### config.mk
export PLATFORM = sky130hd
export DESIGN_NAME = uart_word_bridge
export DESIGN_NICKNAME = d
export VERILOG_FILES = /design/src/rtl/uart_word_bridge.sv
export SDC_FILE = /design/constraint.sdc
export NUM_CORES = 1
export LEC_CHECK = 0
export CELL_PAD_IN_SITES_DETAIL_PLACEMENT = 1
export CELL_PAD_IN_SITES_GLOBAL_PLACEMENT = 2
export CORE_ASPECT_RATIO = 1.4
export CORE_UTILIZATION = 31
export CTS_CLUSTER_DIAMETER = 100
export DETAILED_ROUTE_END_ITERATION = 10
export HOLD_SLACK_MARGIN = 0.08
export PLACE_DENSITY = 0.87
export SETUP_SLACK_MARGIN = 0.4
export SKIP_LAST_GASP = 1
export SLEW_MARGIN = 20
export SYNTH_ARGS = -nofsm -noshare
export SYNTH_HDL_FRONTEND = slang
export SYNTH_SLANG_ARGS = --single-unit
### constraint.sdc
create_clock -name i_clk -period 2.07 [get_ports i_clk]
set_clock_uncertainty 0.15 [all_clocks]
set_input_delay 0.3105 -clock i_clk [delete_from_list [all_inputs] [get_ports i_clk]]
set_output_delay 0.3105 -clock i_clk [all_outputs]
set_load 0.02 [all_outputs]
### src/rtl/uart_word_bridge.sv
// uart_word_bridge: byte<->word bridge sitting on the FIFO side of the UART.
// RX assembles show-ahead FIFO bytes LSB-first into words on a valid/ready
// port, with an inter-byte timeout that drops stale partial words.
// TX serialises words LSB-first into the transmit FIFO, honouring FIFO-full.
module uart_word_bridge #(
    parameter int unsigned DATA_W  = 32,
    parameter int unsigned TIMEOUT = 65535
) (
    input  logic              i_clk,
    input  logic              i_reset,
    input  logic              i_rx_empty,
    input  logic [7:0]        i_rx_data,
    output logic              o_rd_uart,
    input  logic              i_tx_full,
    output logic              o_wr_uart,
    output logic [7:0]        o_w_data,
    output logic              o_word_valid,
    output logic [DATA_W-1:0] o_word,
    input  logic              i_word_ready,
    input  logic              i_word_valid,
    input  logic [DATA_W-1:0] i_word,
    output logic              o_word_ready,
    output logic              o_rx_err
);

    localparam int unsigned NBYTES = DATA_W / 8;
    localparam int unsigned CW     = (NBYTES > 1)  ? $clog2(NBYTES)  : 1;
    localparam int unsigned TW     = (TIMEOUT > 1) ? $clog2(TIMEOUT) : 1;
    localparam logic [CW-1:0] LAST_BYTE = CW'(NBYTES - 1);
    // Only meaningful when TIMEOUT != 0; the timeout path is disabled otherwise.
    localparam logic [TW-1:0] TO_LIMIT  = TW'(TIMEOUT - 1);

    typedef enum logic {RX_COLLECT, RX_HOLD} rx_state_t;
    typedef enum logic {TX_IDLE, TX_SEND}    tx_state_t;

    rx_state_t         rx_state, rx_state_nx;
    tx_state_t         tx_state, tx_state_nx;
    logic [CW-1:0]     rx_cnt;
    logic [TW-1:0]     rx_tcnt;
    logic [CW-1:0]     tx_idx;
    logic [DATA_W-1:0] tx_sr;
    logic              rx_pop, rx_last, rx_timeout;
    logic              tx_load, tx_push, tx_last;

    // State registers for both independent FSMs.
    always_ff @(posedge i_clk or negedge i_reset) begin
        if (!i_reset) begin
            rx_state <= RX_COLLECT;
            tx_state <= TX_IDLE;
        end else begin
            rx_state <= rx_state_nx;
            tx_state <= tx_state_nx;
        end
    end

    // RX next-state and pop/timeout decode; strobes are gated off during reset.
    always_comb begin
        rx_state_nx = rx_state;
        rx_pop      = 1'b0;
        rx_last     = 1'b0;
        rx_timeout  = 1'b0;
        case (rx_state)
            RX_COLLECT: begin
                rx_pop     = i_reset & ~i_rx_empty;
                rx_last    = rx_pop && (rx_cnt == LAST_BYTE);
                rx_timeout = (TIMEOUT != 0) && !rx_pop && (rx_cnt != '0) &&
                             (rx_tcnt == TO_LIMIT);
                if (rx_last) rx_state_nx = RX_HOLD;
            end
            RX_HOLD: begin
                if (i_word_ready) rx_state_nx = RX_COLLECT;
            end
            default: rx_state_nx = RX_COLLECT;
        endcase
    end

    assign o_rd_uart    = rx_pop;
    assign o_word_valid = (rx_state == RX_HOLD);

    // RX datapath: byte placement, byte counter, inter-byte timeout counter.
    always_ff @(posedge i_clk or negedge i_reset) begin
        if (!i_reset) begin
            rx_cnt   <= '0;
            rx_tcnt  <= '0;
            o_word   <= '0;
            o_rx_err <= 1'b0;
        end else begin
            o_rx_err <= rx_timeout;
            if (rx_pop) begin
                for (int unsigned k = 0; k < NBYTES; k++) begin
                    if (rx_cnt == CW'(k)) o_word[8*k +: 8] <= i_rx_data;
                end
                rx_cnt  <= rx_cnt + CW'(1);
                rx_tcnt <= '0;
            end else if (rx_timeout) begin
                rx_cnt  <= '0;
                rx_tcnt <= '0;
            end else if (rx_state == RX_HOLD) begin
                rx_tcnt <= '0;
                if (i_word_ready) rx_cnt <= '0;
            end else if ((TIMEOUT != 0) && (rx_cnt != '0)) begin
                rx_tcnt <= rx_tcnt + TW'(1);
            end else begin
                rx_tcnt <= '0;
            end
        end
    end

    // TX next-state and push decode; a push only happens when the FIFO has room.
    always_comb begin
        tx_state_nx = tx_state;
        tx_load     = 1'b0;
        tx_push     = 1'b0;
        tx_last     = 1'b0;
        case (tx_state)
            TX_IDLE: begin
                if (i_word_valid) begin
                    tx_load     = 1'b1;
                    tx_state_nx = TX_SEND;
                end
            end
            TX_SEND: begin
                tx_push = i_reset & ~i_tx_full;
                tx_last = tx_push && (tx_idx == LAST_BYTE);
                if (tx_last) tx_state_nx = TX_IDLE;
            end
            default: tx_state_nx = TX_IDLE;
        endcase
    end

    assign o_word_ready = (tx_state == TX_IDLE);
    assign o_wr_uart    = tx_push;
    assign o_w_data     = tx_sr[7:0];

    // TX datapath: load the word, then shift out one byte per push.
    always_ff @(posedge i_clk or negedge i_reset) begin
        if (!i_reset) begin
            tx_sr  <= '0;
            tx_idx <= '0;
        end else if (tx_load) begin
            tx_sr  <= i_word;
            tx_idx <= '0;
        end else if (tx_push) begin
            tx_sr  <= tx_sr >> 8;
            tx_idx <= tx_idx + CW'(1);
        end
    end

endmodule

# ---- Yosys cells after proc, flatten, opt, wreduce, memory -nomap -nowiden
# Index checks and enable logic that the tools add are counted.
dict set report word_totals {
  register_bits 87
  latchBits 0
  ramBits 0
  rom_bits 0
  input_bits 46
  mem_count 0
}
dict set report op_classes {
  addsub 3
  mul 0
  n_div 0
  order_cmp 0
  n_eq_ne 5
  shifts 0
  muxes 22
  n_bitwise 6
  reduce_logical 15
}
# cell n
set ops {}
lappend ops {{$mux 16} 4}
lappend ops {{$mux 32} 2}
lappend ops {{$add 16x1->16 const B} 1}
lappend ops {{$eq 16x16->1 const B} 1}
lappend ops {{$mux 2} 6}
lappend ops {{$reduce_and 2->1} 5}
lappend ops {{$mux 1} 8}
lappend ops {{$eq 2x2->1 const B} 3}
lappend ops {{$reduce_bool 3->1} 2}
lappend ops {{$add 2x1->2 const B} 2}
lappend ops {{$logic_and 1x1->1} 4}
lappend ops {{$not 1->1} 4}
lappend ops {{$pmux 1 s2} 2}
lappend ops {{$reduce_bool 2->1} 2}
lappend ops {{$and 1x1->1} 2}
lappend ops {{$eq 2x1->1 const B} 1}
lappend ops {{$logic_not 2->1} 1}
lappend ops {{$logic_not 1->1} 1}

# ---- Longest topological paths before layout
# Gate-level depths: netlist of the first run.
dict set report depth {
  word_depth 8
  depth_mapped 6
}

# ---- Least setup slack after synthesis of the first run
# Ideal clock, no wire load.
dict set report synth_path {
  kind {reg2reg}
  startpoint {register rx_cnt[0]}
  endpoint {register rx_cnt[0]}
  setup_ns 0.131
  arrival_time_ns 1.476
  required_time_ns 1.789
  path_slack_ns 0.313
  path_stages_with_launch 6
  cell_sequence {dfrtp_1 inv_1 ha_1 or4_1 nor3_1 o31ai_1}
}
dict set report synth_between {
  elab_chain_cells 6
  elab_cells_between_ends 10
  cone_classes {add/sub: 1; mux: 3; reduce/logical: 6}
}
# item line
set synth_rtl {}
lappend synth_rtl {{from (decl)} 38} ;# logic [CW-1:0] rx_cnt;
lappend synth_rtl {{from (signal assigned)} 93} ;# rx_cnt <= rx_cnt + CW'(1);
lappend synth_rtl {{$reduce_bool 2->1 *} 66} ;# rx_timeout = (TIMEOUT != 0) && !rx_pop && (rx_cnt != '0) &&
lappend synth_rtl {{$logic_and 1x1->1 * (2 in a row)} 66}
lappend synth_rtl {{$mux 1 *} 62} ;# case (rx_state)
lappend synth_rtl {{via rx_timeout} 42} ;# logic rx_pop, rx_last, rx_timeout;
lappend synth_rtl {{$reduce_bool 3->1 (no source line) / $mux 2 (equally long branches)} --}
lappend synth_rtl {{$reduce_and 2->1 (no source line) / $mux 2 (equally long branches)} --}
# Mark *: on every way through the listed nets, which the timed path passes. The rest lies on a longest branch.
# A chain may end at the register's enable or synchronous reset.

# ---- Worst setup path in the final report of the first run
dict set report layout_path {
  startpoint {register rx_tcnt[0]}
  endpoint {register rx_cnt[1]}
}
dict set report layout_between {
  elab_chain_cells 5
  elab_cells_between_ends 8
  cone_classes {eq/ne: 1; mux: 3; reduce/logical: 4}
}
# item line
set layout_rtl {}
lappend layout_rtl {{from (decl)} 39} ;# logic [TW-1:0] rx_tcnt;
lappend layout_rtl {{from (signal assigned)} 102} ;# rx_tcnt <= rx_tcnt + TW'(1);
lappend layout_rtl {{$eq 16x16->1 *} 67} ;# (rx_tcnt == TO_LIMIT);
lappend layout_rtl {{$logic_and 1x1->1 *} 66}
lappend layout_rtl {{$mux 1 *} 62}
lappend layout_rtl {{via rx_timeout} 42}
lappend layout_rtl {{$reduce_bool 3->1 (no source line) / $mux 2 (equally long branches)} --}
lappend layout_rtl {{$reduce_and 2->1 (no source line) / $mux 2 (equally long branches)} --}
# Marked as above.

==> flow_summary.json, run 1 <==
{
  "status": "finished, final reports clean",
  "place_congestion": 0.7250,
  "drt_iter0_markers": 103,
  "nets": 505,
  "rsz0062_at_grt": "yes",
  "peakVddDrop_mv": 0.3584,
  "max_freq_ghz": 0.5839,
  "worst_r2r_endpoint": "rx_cnt[1]$_DFFE_PN0P_",
  "synth.area.mux_share_pct": 9.903,
  "boundaryPins": 91,
  "insertion_delay_ns": 0.33,
  "htree_levels": 3,
  "synthCells": 337,
  "whs_path_depth": 1,
  "synth_top_family_by_area": "simple AND/OR/NAND/NOR gates",
  "root_buffer": "clkbuf_16",
  "dp_hpwl_um": 6928,
  "dp_slack_ns": -0.1114,
  "io_buffer_count": 90,
  "grt_pass1_vias": 3186,
  "final_max_slew_viol_count": 0,
  "synth.avg_cell_area_um2": 11.13,
  "die_y_um": 132.2,
  "drt-total-wl_um": 9923,
  "ant_nets": 0,
  "ys_warn_count": 0,
  "hp-class": "flop to flop",
  "ys_seq_elements": 87,
  "drive_gt1_share_pct": 24.29,
  "grtUsageTotal_pct": 16.70,
  "timing.final.ws_setup_ns": 0.3572,
  "reg2reg_depth": 6,
  "path_max_fanout": 3,
  "synth_compound_area_share_pct": 7.669,
  "seq_area_frac_synth_pct": 58.02,
  "die_area_mm2": 0.01255,
  "cts_tree": "built",
  "synth-adder-area-share_pct": 2.334,
  "min_to": "rx_tcnt[0]$_DFF_PN0_",
  "first_pass_iters": 7,
  "drc": 0,
  "tightest_slew_ns": 0.5510,
  "hp-start": "rx_tcnt[0]$_DFF_PN0_",
  "start_kind": "flop",
  "synth-simple-area-share_pct": 14.77,
  "n_antenna_cell": 0,
  "grt_pass1_wl_um": 16150,
  "via_count": 2894,
  "synth_area_mm2": 0.003752,
  "finalSetupViolations": 0,
  "core_area_mm2": 0.01182,
  "slew_headroom_pct": 63.26,
  "synthXorXnorAreaFrac_pct": 3.034,
  "leakagePower_nw": 2.495,
  "die_w_um": 94.99,
  "required_ns": 2.13,
  "grt-ovfl-total": 0,
  "viasPerCell": 4.791,
  "arrival_ns": 1.78,
  "rrSetupSlack_ns": 0.36,
  "numCtsBuffers": 9,
  "area_growth_pct": 43.78,
  "min_period_ns": 1.713,
  "worst_hold_slack_ns": 0.3112,
  "crit_type": "flop to flop",
  "initial_core_util_pct": 31.75,
  "hold_violations": 0,
  "clockBufferDepth": 2,
  "power_density_mw_per_mm2": 1211,
  "finalCritPeriodShare_pct": 82.74,
  "rows": 47,
  "antenna_found_initial": 0,
  "grt_start_max_net_pins": 45,
  "maxCapViolCount": 0,
  "clk_pin_slew_ns": 0.06,
  "ys_types": 31,
  "wire_per_inst_um": 16.43,
  "cts_sinks": 87,
  "synth_fp_nets": 390,
  "end_kind": "flop",
  "r2r-start": "rx_tcnt[0]$_DFF_PN0_"
}
cell usage after synthesis (all sizes together):
cell type | number | area [µm²]
nor2b | 3 | 18.77
a21o | 1 | 7.510
o31ai | 3 | 36.28
clkbuf | 9 | 33.78
o21ai | 7 | 35.03
and3b | 1 | 8.760
a22oi | 24 | 180.2
dfrtp | 87 | 2177
inv | 8 | 30.03
nor2 | 20 | 75.07
nand2 | 76 | 285.3
mux2 | 33 | 371.6
ha | 7 | 87.58
and2 | 4 | 25.02
nand4 | 3 | 18.77
buf | 15 | 96.33
or4 | 1 | 7.510
xnor2 | 12 | 105.1
nand3 | 5 | 40.04
a21oi | 4 | 20.02
xor2 | 1 | 8.760
or4b | 1 | 10.01
o41ai | 1 | 8.760
or2 | 2 | 15.02
nor3 | 5 | 25.02
nor4 | 4 | 25.02
logic make-up after synthesis:
| family | Yosys count |
|---|---|
| compound gates | 40 |
| xor+xnor | 13 |
| fa+ha+maj | 7 |
| buf+inv | 32 |
| flops | 87 |
| mux | 33 |
| simple gates | 125 |
layout make-up:
class	instances	area, µm²
repair buffers	128	1197
clock buffers	13	250.2
fillers	1279	6425
well taps	147	183.9
multi-input cells	218	1509
clock inverters	3	42.54
inverters	8	30.03
flip-flops and latches	87	2182
worst max-delay path, cell delays in order (launching register included):
cell	delay (ns)
dfrtp_1	0.39
inv_1	0.07
ha_1	0.14
nand4_1	0.12
or4_4	0.45
nor3_4	0.17
o31ai_1	0.10
per-layer routing:
| metal | vias up | GRT usage (%) | share of wire [%] |
|---|---|---|---|
| met4 | 0 | 5.556 | 1.5 |
| met3 | 13 | 2.595 | 3.8 |
| met5 | - | 0 | 0 |
| met1 | 1439 | 18.88 | 39 |
| met2 | 79 | 31.02 | 56 |
| li1 | 1363 | - | - |
timing repair:
item                                    CTS  global route
hold buffers                              1             0
endpoints found under the setup margin   96            59
gates cloned                              0             1
endpoints found under the hold margin    87             0
pin swaps                                 3             0
gates resized for setup                  72             9
setup buffers                            12             8
power by group:
part           internal [mW]  total (mW)  leakage, nW  switching [mW]
registers               2.30        2.65         1.12           0.352
logic                   1.06        2.29         1.24            1.23
clock network          0.967        1.59        0.140           0.621
registers in the layout (all words and copies together) (netlist names):
register and count:
rx_cnt 2, tx_idx 2, tx_sr 32, o_word_valid 1, o_rx_err 1, tx_state 1, o_word 32, rx_tcnt 16
cell usage in the layout (no fill, tap or decap), types with 9 or more instances in the layout:
| cell type | count |
|---|---|
| a22oi_1 | 24 |
| buf_4 | 27 |
| clkbuf_16 | 9 |
| clkdlybuf4s50_1 | 43 |
| dfrtp_1 | 83 |
| dlygate4sd2_1 | 44 |
| mux2_2 | 32 |
| nand2_1 | 76 |
| nor2_1 | 19 |
| xnor2_1 | 12 |
metrics by stage:
stage	util [%]	total power [mW]	TNS (ns)	area, µm²	cells
2_1_floorplan	-	3.987	0	3774	337
3_3_place_gp	41.34	5.035	-1.218	4886	566
3_5_place_dp	41.34	5.179	-2.693	4886	566
4_1_cts	44.96	6.601	0	5314	595
5_1_grt	45.64	6.965	0	5395	604
6_report	45.64	6.536	0	5395	604
worst max-delay path by stage:
stage	from	end	depth (start not counted)
floorplan	rx_tcnt[0]$_DFF_PN0_	rx_cnt[0]$_DFFE_PN0P_	6
global placement	i_rx_empty	o_word[24]$_DFFE_PN0P_	7
detailed placement	i_rx_empty	o_word[25]$_DFFE_PN0P_	7
CTS	o_word_valid$_DFF_PN0_	o_rd_uart	2
global route	rx_tcnt[0]$_DFF_PN0_	rx_cnt[0]$_DFFE_PN0P_	6
finish	rx_tcnt[0]$_DFF_PN0_	rx_cnt[1]$_DFFE_PN0P_	6
Power figures use the tool's default switching activity.
==> inputs of run 2 (changes only) <==
Clock period 2.07 ns to 1.75 ns, I/O delays scaled along.
==> flow_summary.json, run 2 (synthesis gave the netlist of run 1 again) <==
{
  "worst_hold_slack_ns": 0.09467,
  "slowest_delay_ns": 0.47,
  "multi_input_area_mm2": 0.002034,
  "drt-total-wl_um": 13030,
  "finalCritPeriodShare_pct": 104.3,
  "timing.final.ws_setup_ns": -0.07454,
  "rsz0062_at_grt": "yes",
  "violations": "negative setup slack",
  "die_w_um": 94.99,
  "ant_nets": 0,
  "insertion_delay_ns": 0.35,
  "hp-class": "input port to asynchronous set/reset pin",
  "die_y_um": 132.2,
  "power_density_mw_per_mm2": 1450,
  "area_growth_pct": 67.49,
  "root_buffer": "clkbuf_16",
  "drt_iter0_markers": 84,
  "dp_hpwl_um": 7144,
  "cpMaxStageDelayCell": "or4b_1",
  "wire_per_inst_um": 20.39,
  "io_buffer_count": 90,
  "fin_util_pct": 53.17,
  "path_max_fanout": 3,
  "die_area_mm2": 0.01255,
  "tightest_slew_ns": 0.8710,
  "initial_core_util_pct": 31.75,
  "arrival_ns": 1.95,
  "crit_type": "flop to flop",
  "viasPerCell": 4.900,
  "layoutNonFillerInstCount": 639,
  "final_common_cell": "dfrtp_1",
  "fillers": 1240,
  "grtUsageTotal_pct": 19.38,
  "path_cells": "buf_4, buf_6, buf_6, nand4_1, nor2_2, or4b_1, a21oi_1",
  "dp.cells": 582,
  "via_count": 3131,
  "grt_pass1_wl_um": 18240,
  "seqCellArea_mm2": 0.002178,
  "boundaryPins": 91,
  "end_kind": "flop",
  "finalSetupViolations": 4,
  "clockBufferDepth": 2,
  "htree_levels": 3,
  "crit_top_cell": "buf_6",
  "grt-ovfl-total": 0,
  "max_freq_ghz": 0.5481,
  "cts_sinks": 87,
  "n_antenna_cell": 0,
  "drive_gt1_share_pct": 53.46,
  "drc": 0,
  "reg.largest.list": "o_word x32, tx_sr x32, rx_tcnt x16",
  "leakagePower_nw": 2.978,
  "clk_pin_slew_ns": 0.07,
  "hold_violations": 0,
  "final_cell_mix": "dfrtp_1, clkdlybuf4s50_1, nand2_1, buf_2, buf_4",
  "antenna_found_initial": 0,
  "min_period_ns": 1.825,
  "peakVddDrop_mv": 0.5420,
  "final_max_slew_viol_count": 0,
  "nets": 540,
  "required_ns": 1.87,
  "cts_tree": "built",
  "status": "finished, violations left",
  "start_kind": "flop",
  "grt_pass1_vias": 3405,
  "grt_start_max_net_pins": 68,
  "numCtsBuffers": 9,
  "maxCapViolCount": 0,
  "place_congestion": 0.7085,
  "core_area_mm2": 0.01182,
  "rows": 47,
  "slew_headroom_pct": 41.93,
  "first_pass_iters": 4
}
run 2: cell types whose count changed in the layout (fill, tap and decap cells not counted), sizes merged:
cell and delta:
and2 +1, buf +76, bufinv +1, clkbuf -2
clkinv +2, dlygate4sd2 -43
run 2: layout make-up:
cell class              count  share of cell area [%]
clock buffers              10                   3.803
clock inverters             6                   1.493
inverters                   8                  0.5176
multi-input cells         219                   32.37
flip-flops and latches     87                   34.66
well taps                 147                   2.927
repair buffers            162                   24.23
run 2: what timing repair did:
action                                  4_1_cts  5_1_grt
hold buffers                                  1        0
pin swaps                                    27       28
endpoints found under the setup margin      128       97
hold endpoints to repair                     20        0
gates resized for setup                     247       77
setup buffers                                24       11
gates cloned                                  3        2
run 2: routing by layer:
layer / up-vias / wire length (µm) / GRT usage (%)
met5: - / 0 / 0
li1: 1439 / - / -
met3: 14 / 433 / 4.325
met4: 0 / 225 / 7.239
met1: 1595 / 4932 / 23.26
met2: 83 / 7440 / 33.25
run 2: worst paths after layout:
path / from / to / slack, ns / depth (start not counted)
worst min register to register: tx_sr[7]$_DFFE_PN0P_ / tx_sr[7]$_DFFE_PN0P_ / 0.34 / 2
worst max register to register: rx_tcnt[0]$_DFF_PN0_ / rx_tcnt[15]$_DFF_PN0_ / -0.07 / 7
max in group asynchronous: i_reset / tx_sr[3]$_DFFE_PN0P_ / 0.78 / 3
worst max-delay path: rx_tcnt[0]$_DFF_PN0_ / rx_tcnt[15]$_DFF_PN0_ / -0.07 / 7
worst min-delay path: i_reset / rx_tcnt[3]$_DFF_PN0_ / 0.09 / 3
min in group i_clk: i_word[26] / tx_sr[26]$_DFFE_PN0P_ / 0.33 / 3
run 2: worst max-delay path, delay by kind of cell, from the launching register on:
family / cells / cell delay (ns)
simple gates: 3 / 0.81
flops: 1 / 0.36
buf+inv: 3 / 0.29
compound gates: 1 / 0.14
run 2: per-stage QoR:
step	worst slack, ns	total power, mW	setup TNS [ns]	cell area (µm²)
6_report	-0.07454	9.115	-0.2228	6285
5_1_grt	-0.1817	9.560	-0.6490	6285
4_1_cts	0.003836	8.609	0	5868
3_5_place_dp	-0.3460	6.444	-14.56	5213
3_3_place_gp	-0.3077	6.276	-12.16	5213
2_1_floorplan	0.08576	5.024	0	4066
run 2: power breakdown:
part / internal, mW / switching, mW / total, mW
Clock: 1.30 / 0.863 / 2.16
Sequential: 2.72 / 0.581 / 3.30
Combinational: 1.84 / 1.81 / 3.65
Total: 5.86 / 3.25 / 9.12
